[src/rtl/cpu_datapath_pkg.sv]
// Shared constants, state/opcode codes and instruction field positions for the
// multi-cycle CPU datapath.
package cpu_datapath_pkg;

  localparam int DATA_BUS_WIDTH    = 32;
  localparam int INSTRUCTION_WIDTH = 32;
  localparam int STATE_BITS        = 2;
  localparam int REG_ADDR_BITS     = 5;
  localparam int NUM_REGS          = 1 << REG_ADDR_BITS;

  localparam int OPC_MSB  = 27;
  localparam int OPC_LSB  = 23;
  localparam int RD_MSB   = 22;
  localparam int RD_LSB   = 18;
  localparam int RS_MSB   = 17;
  localparam int RS_LSB   = 13;
  localparam int IMM_MSB  = 17;
  localparam int IMM_LSB  = 0;
  localparam int IMM_BITS = IMM_MSB - IMM_LSB + 1;
  localparam int OPC_BITS = OPC_MSB - OPC_LSB + 1;

  typedef enum logic [STATE_BITS-1:0] {
    FETCH   = 2'd0,
    DECODE  = 2'd1,
    EXECUTE = 2'd2
  } state_e;

  typedef enum logic [OPC_BITS-1:0] {
    OP_NOP   = 5'd0,
    OP_ADD   = 5'd1,
    OP_SUB   = 5'd2,
    OP_AND   = 5'd3,
    OP_OR    = 5'd4,
    OP_XOR   = 5'd5,
    OP_LOADI = 5'd6
  } opcode_e;

  function automatic logic [DATA_BUS_WIDTH-1:0] zext_imm(input logic [IMM_BITS-1:0] imm);
    return {{(DATA_BUS_WIDTH-IMM_BITS){1'b0}}, imm};
  endfunction

  // Unknown opcodes fall through as NOP, so only 1..6 commit a result.
  function automatic logic op_writes_rd(input logic [OPC_BITS-1:0] op);
    return (op >= OP_ADD) && (op <= OP_LOADI);
  endfunction

endpackage

[src/rtl/cpu_datapath_reg_file.sv]
// 32-entry register file: two combinational read ports, one synchronous write
// port, r0 hard-wired to zero, synchronous active-low clear.
module reg_file
  import cpu_datapath_pkg::*;
(
  input  logic                      clk_i,
  input  logic                      reset_i,
  input  logic [REG_ADDR_BITS-1:0]  read1_addr_i,
  input  logic [REG_ADDR_BITS-1:0]  read2_addr_i,
  output logic [DATA_BUS_WIDTH-1:0] read1_data_o,
  output logic [DATA_BUS_WIDTH-1:0] read2_data_o,
  input  logic                      write_en_i,
  input  logic [REG_ADDR_BITS-1:0]  write_addr_i,
  input  logic [DATA_BUS_WIDTH-1:0] write_data_i
);

  logic [DATA_BUS_WIDTH-1:0] reg_data [NUM_REGS];

  always_ff @(posedge clk_i) begin
    if (!reset_i) begin
      for (int i = 0; i < NUM_REGS; i++) begin
        reg_data[i] <= '0;
      end
    end else if (write_en_i && (write_addr_i != '0)) begin
      reg_data[write_addr_i] <= write_data_i;
    end
  end

  // Reads see the pre-edge contents, so a same-cycle write returns the old value.
  assign read1_data_o = (read1_addr_i == '0) ? '0 : reg_data[read1_addr_i];
  assign read2_data_o = (read2_addr_i == '0) ? '0 : reg_data[read2_addr_i];

endmodule

[src/rtl/cpu_datapath.sv]
// Multi-cycle CPU datapath top: control FSM, instruction register, ALU and the
// register file; every instruction runs FETCH -> DECODE -> EXECUTE.
module cpu_datapath
  import cpu_datapath_pkg::*;
(
  input  logic                         clk,
  input  logic                         reset,
  input  logic [DATA_BUS_WIDTH-1:0]    mem_data,
  output logic [STATE_BITS-1:0]        dbg_state,
  output logic [INSTRUCTION_WIDTH-1:0] dbg_instr,
  output logic [DATA_BUS_WIDTH-1:0]    dbg_databus
);

  logic [INSTRUCTION_WIDTH-1:0] instruction;
  logic [OPC_BITS-1:0]          aluOP;
  logic [REG_ADDR_BITS-1:0]     read1_addr;
  logic [REG_ADDR_BITS-1:0]     read2_addr;
  logic [DATA_BUS_WIDTH-1:0]    read1_data;
  logic [DATA_BUS_WIDTH-1:0]    read2_data;
  logic [DATA_BUS_WIDTH-1:0]    alu_result;
  logic [DATA_BUS_WIDTH-1:0]    imm_ext;
  logic [DATA_BUS_WIDTH-1:0]    databus;
  logic                         ireg_enable;
  logic                         write_imm;
  logic                         reg_write;
  logic                         exec_phase;

  if (1) begin : control
    state_e state;
    state_e next_state;

    always_ff @(posedge clk) begin
      if (!reset) begin
        state <= FETCH;
      end else begin
        state <= next_state;
      end
    end

    always_comb begin
      next_state  = FETCH;
      ireg_enable = 1'b0;
      reg_write   = 1'b0;
      exec_phase  = 1'b0;
      case (state)
        FETCH: begin
          ireg_enable = 1'b1;
          next_state  = DECODE;
        end
        DECODE: begin
          next_state = EXECUTE;
        end
        EXECUTE: begin
          exec_phase = 1'b1;
          reg_write  = op_writes_rd(aluOP);
          next_state = FETCH;
        end
        default: begin
          next_state = FETCH;
        end
      endcase
    end

    assign dbg_state = state;
  end

  always_ff @(posedge clk) begin
    if (!reset) begin
      instruction <= '0;
    end else if (ireg_enable) begin
      instruction <= mem_data;
    end
  end

  assign aluOP      = instruction[OPC_MSB:OPC_LSB];
  assign read1_addr = instruction[RD_MSB:RD_LSB];
  assign read2_addr = instruction[RS_MSB:RS_LSB];
  assign imm_ext    = zext_imm(instruction[IMM_MSB:IMM_LSB]);
  assign write_imm  = (aluOP == OP_LOADI);

  reg_file reg1 (
    .clk_i        (clk),
    .reset_i      (reset),
    .read1_addr_i (read1_addr),
    .read2_addr_i (read2_addr),
    .read1_data_o (read1_data),
    .read2_data_o (read2_data),
    .write_en_i   (reg_write),
    .write_addr_i (read1_addr),
    .write_data_i (databus)
  );

  always_comb begin
    alu_result = '0;
    case (aluOP)
      OP_ADD:  alu_result = read1_data + read2_data;
      OP_SUB:  alu_result = read1_data - read2_data;
      OP_AND:  alu_result = read1_data & read2_data;
      OP_OR:   alu_result = read1_data | read2_data;
      OP_XOR:  alu_result = read1_data ^ read2_data;
      default: alu_result = '0;
    endcase
  end

  // The bus is idle (zero) outside EXECUTE so the debug view only shows results.
  assign databus = exec_phase ? (write_imm ? imm_ext : alu_result) : '0;

  assign dbg_instr   = instruction;
  assign dbg_databus = databus;

endmodule

[config.mk]
export PLATFORM = sky130hd
export DESIGN_NAME = cpu_datapath
export DESIGN_NICKNAME = d
export VERILOG_FILES = /design/src/rtl/cpu_datapath_pkg.sv /design/src/rtl/cpu_datapath_reg_file.sv /design/src/rtl/cpu_datapath.sv
export SDC_FILE = /design/constraint.sdc
export NUM_CORES = 2
export LEC_CHECK = 0
export CAP_MARGIN = 5
export CORE_MARGIN = 2
export CORE_UTILIZATION = 55
export CTS_BUF_LIST = sky130_fd_sc_hd__clkbuf_4
export DETAILED_ROUTE_END_ITERATION = 10
export PLACE_DENSITY_LB_ADDON = 0.1
export SYNTH_ARGS = -nofsm -noshare
export SYNTH_HDL_FRONTEND = slang
export SYNTH_SLANG_ARGS = --single-unit
[constraint.sdc]
create_clock -name clk -period 20.1 [get_ports clk]
set_clock_uncertainty 0.2 [all_clocks]
set_input_delay 2.01 -clock clk [delete_from_list [all_inputs] [get_ports clk]]
set_output_delay 2.01 -clock clk [all_outputs]
set_load 0.05 [all_outputs]
==> out/results.txt <==
The flow ran to the end, and the final reports show no timing, DRC or antenna violations. For the initial antenna violation count, the log shows 9. TritonCTS built the clock tree. For the worst setup path, the data arrival time is 11.28 ns. The tools report the final hold violation count as 0. The endpoint identified for the worst register-to-register timing path is reg1.reg_data[31][31]. The die is 327 um wide. The tools report the register-to-register setup slack as 10.15 ns. For the maximum clock rate, the log shows 0.0741 GHz.

The effective utilization at floorplan was 0.555; the weighted congestion at the end of routability-driven global placement was 0.972. The routed length per instance is 33.6 um, and the number of ports placed on the die boundary is 100. In this run the cell area of the synthesized design comes to 57,400 um^2.

The residual DRC count came out at 0. The startpoint identified for the worst hold timing path is dbg_instr[31]. Kind of critical path: flip-flop to output pin.

The final layout contains routed wiring with a total length of 197 mm. The share of Yosys cell area claimed by the top area cell type is 0.536. The pin count of the biggest net entering global routing was 131.

The share of async-settable or async-resettable flops after synthesis is 0, and the peak supply drop is 0.0000501 V. In this run, CTS created clock tree buffers numbering 303. The tool flagged a number of max-cap violations equal to 0. By instance count, the leading cell after synthesis is sky130_fd_sc_hd__nor2_1.

Setup repair after global routing left no endpoint under its margin. The worst hold endpoint was dbg_instr[31]. The fraction of layout cells with a size suffix above 1 works out to 0.298.

Power density relative to cell area: 88.7 nW/um^2. Summed over all failing endpoints, the final setup total negative slack is 0 ns. The maximum root-to-sink buffer count was 4.

The final setup violation count came out at 0. The measured slew at the worst slew-check pin works out to 1.25 ns. After clock tree synthesis, the setup repair step added 0 buffers. Buffers inserted to repair hold after CTS numbered 0. Yosys mapped a number of flops with a built-in enable equal to 1,024. The run gives 113 mm as the placed wire-length estimate. Startpoint class of the critical path: a flip-flop. Synthesis instantiated 76 different standard cells from the library. After clock tree synthesis, the repair step resized 0 gates. The layout has 7,992 filler cells. The area inside the core boundary was 103,000 um^2.

The worst-path maximum fanout is 37. The floorplan step defined a die boundary enclosing 107,000 um^2. The number of nets with antenna violations after detailed routing came out at 0. For the total count of max-transition violations in the final report, the log shows 0. The row count was 118. The post-synthesis sequential element count came out at 1,068. The path class of the tightest hold or removal check is flip-flop to flip-flop. After detailed routing, the number of vias per cell comes to 6.88.

The number of cells on the worst reg-to-reg path was 26. The type of element capturing the critical path is an output pin. The H-tree was split into 5 levels. The tools report the via count of the first global-routing pass as 40,000.

The headroom to the max-slew limit is 0.164, and the average instance area after synthesis is 13.9 um^2. For the worst-skew pair, the clock arrives at the later sink with an insertion delay of 1.22 ns. The tools report the cell leakage power as 0.0216 uW. The first global-routing pass estimated 280 mm of wire. The worst endpoint required time came out at 17.89 ns. Ranked by total cell area, the synthesized netlist is headed by sky130_fd_sc_hd__edfxtp_1, sky130_fd_sc_hd__mux4_2, sky130_fd_sc_hd__nor2_1. The portion of the clock cycle consumed by the worst path in the final layout came out at 0.671. The commonest cells after synthesis are sky130_fd_sc_hd__nor2_1, sky130_fd_sc_hd__edfxtp_1, sky130_fd_sc_hd__mux4_2, sky130_fd_sc_hd__clkbuf_1, sky130_fd_sc_hd__nand2_1. For the starting DRC count in detailed routing, the log shows 6,179. From bottom edge to top edge, the die measures 327 um. The total global routing track utilization is 0.372, and the register area share after synthesis is 0.551. Clock tree synthesis found a total of 1,068 sinks. Count of warnings emitted by yosys: 0. Summing over every cut layer, the via total after detailed routing is 40,400. For this run the aggregate overflow at the end of global routing stands at 0. Counting instances, the worst hold path has a depth of 2. From synthesis to final layout, the design area changed by 10.7%.

The run gives 4,142 as the post-synthesis instance total. CTS placed an instance of sky130_fd_sc_hd__clkbuf_4 at the clock tree root. Clock-pin slew was measured on the worst setup and hold paths at 0.06 ns. Input and output buffers added on the ports amount to 99. For this run, the leading register cell type out of synthesis is sky130_fd_sc_hd__edfxtp_1. For this run, the post-layout net count is 4,445. The first detailed-routing pass ran for 6 iterations. The worst path needs 13.49 ns of the cycle, external delays included. Hold timing on the final database bottoms out at a slack of 0.254 ns. The largest total area in the synthesized netlist belongs to sky130_fd_sc_hd__edfxtp_1.
## report_power, final
part / internal, uW / switching, uW
logic: 447 / 673
clock network: 1010 / 923
registers: 2510 / 65.9
## metal layers
| layer | routed length [um] | track usage | part of all wire |
|---|---|---|---|
| met3 | 26800 | 0.113 | 0.14 |
| met1 | 72200 | 0.509 | 0.37 |
| met2 | 89900 | 0.562 | 0.46 |
| met5 | 96 | 0 | 0.00049 |
| met4 | 8320 | 0.152 | 0.042 |
## critical path, cell delays in order, from the launching register on
cell and delay (ns):
sky130_fd_sc_hd__dfxtp_4 0.80, sky130_fd_sc_hd__buf_4 0.58, sky130_fd_sc_hd__buf_4 0.73, sky130_fd_sc_hd__buf_4 0.64, sky130_fd_sc_hd__buf_4 0.61, sky130_fd_sc_hd__mux4_2 0.57
sky130_fd_sc_hd__a221oi_1 0.29, sky130_fd_sc_hd__o21ai_0 0.45, sky130_fd_sc_hd__nand3_1 0.27, sky130_fd_sc_hd__inv_1 0.10, sky130_fd_sc_hd__nor3_1 0.29, sky130_fd_sc_hd__and2_1 0.20
sky130_fd_sc_hd__and3_1 0.38, sky130_fd_sc_hd__nor2_1 0.10, sky130_fd_sc_hd__xnor2_1 0.15, sky130_fd_sc_hd__ha_1 0.37, sky130_fd_sc_hd__and3_1 0.22, sky130_fd_sc_hd__and3_1 0.20
sky130_fd_sc_hd__nor2b_1 0.14, sky130_fd_sc_hd__a311oi_1 0.17, sky130_fd_sc_hd__o41ai_1 0.65, sky130_fd_sc_hd__xnor2_1 0.24, sky130_fd_sc_hd__o22ai_1 0.10, sky130_fd_sc_hd__a41o_1 0.26
sky130_fd_sc_hd__a211oi_4 0.25, sky130_fd_sc_hd__buf_4 0.42, sky130_fd_sc_hd__inv_2 0.04, sky130_fd_sc_hd__clkdlybuf4s50_1 0.70
## layout make-up
type | count | area [um^2] | share of cell area
Inverter | 105 | 395 | 0.00622
Clock buffer | 431 | 3240 | 0.0509
Antenna cell | 4 | 10.0 | 0.000158
Multi-Input combinational cell | 2596 | 24100 | 0.380
Clock inverter | 58 | 313 | 0.00492
Timing Repair Buffer | 240 | 2070 | 0.0326
Sequential cell | 1068 | 31700 | 0.498
Tap cell | 1380 | 1730 | 0.0272
## worst max-delay path by stage
stage              start              end  cells past startpoint  slack (ns)
2_1_floorplan  flip-flop  dbg_databus[26]                     23       11.42
3_3_place_gp   flip-flop  dbg_databus[31]                     27        7.91
3_5_place_dp   flip-flop  dbg_databus[31]                     27        7.88
4_1_cts        flip-flop  dbg_databus[31]                     27        6.52
5_1_grt        flip-flop  dbg_databus[31]                     27        5.77
6_report       flip-flop  dbg_databus[31]                     27        6.61
## stage by stage
| stage | instances | worst slack [ns] | util | power, uW | instance area, um^2 |
|---|---|---|---|---|---|
| final | 5882 | 6.61 | 0.614 | 5640 | 63500 |
| after global routing | 5880 | 5.77 | 0.614 | 5850 | 63500 |
| after CTS | 5878 | 6.52 | 0.614 | 5640 | 63500 |
| after detailed placement | 5389 | 7.88 | 0.579 | 3720 | 60000 |
| after global placement | 5389 | 7.91 | 0.579 | 3710 | 60000 |
| after floorplan | 4173 | 11.42 | - | 3350 | 57500 |
## cell usage in the layout (no fill, tap or decap), types with 42 or more instances in the layout
| cell | Yosys | final |
|---|---|---|
| sky130_fd_sc_hd__nand2_1 | 226 | 163 |
| sky130_fd_sc_hd__nor3_1 | 50 | 50 |
| sky130_fd_sc_hd__mux4_2 | 583 | 583 |
| sky130_fd_sc_hd__clkbuf_4 | 0 | 431 |
| sky130_fd_sc_hd__clkdlybuf4s50_1 | 0 | 98 |
| sky130_fd_sc_hd__buf_4 | 15 | 139 |
| sky130_fd_sc_hd__a221oi_1 | 47 | 42 |
| sky130_fd_sc_hd__nand2_2 | 0 | 63 |
| sky130_fd_sc_hd__a21oi_1 | 92 | 75 |
| sky130_fd_sc_hd__inv_1 | 102 | 101 |
| sky130_fd_sc_hd__nor2_1 | 1035 | 1031 |
| sky130_fd_sc_hd__xnor2_1 | 48 | 48 |
| sky130_fd_sc_hd__edfxtp_1 | 1024 | 1024 |
| sky130_fd_sc_hd__ha_1 | 96 | 96 |
## flip-flops by register name (all words and copies together) (netlist names), named ones only
register / cells
dbg_state: 2
dbg_instr: 32
reg1.reg_data: 1024
## cell families after synthesis
group                    synth area share
flip-flops                          0.551
other                           0.0000653
buffers and inverters              0.0380
AO/OA/AOI/OAI                      0.0408
XOR/XNOR                          0.00870
AND/OR/NAND/NOR                    0.0984
adder cells (fa/ha/maj)            0.0213
multiplexers                        0.242
No activity file was read; power rests on OpenSTA's default activity.
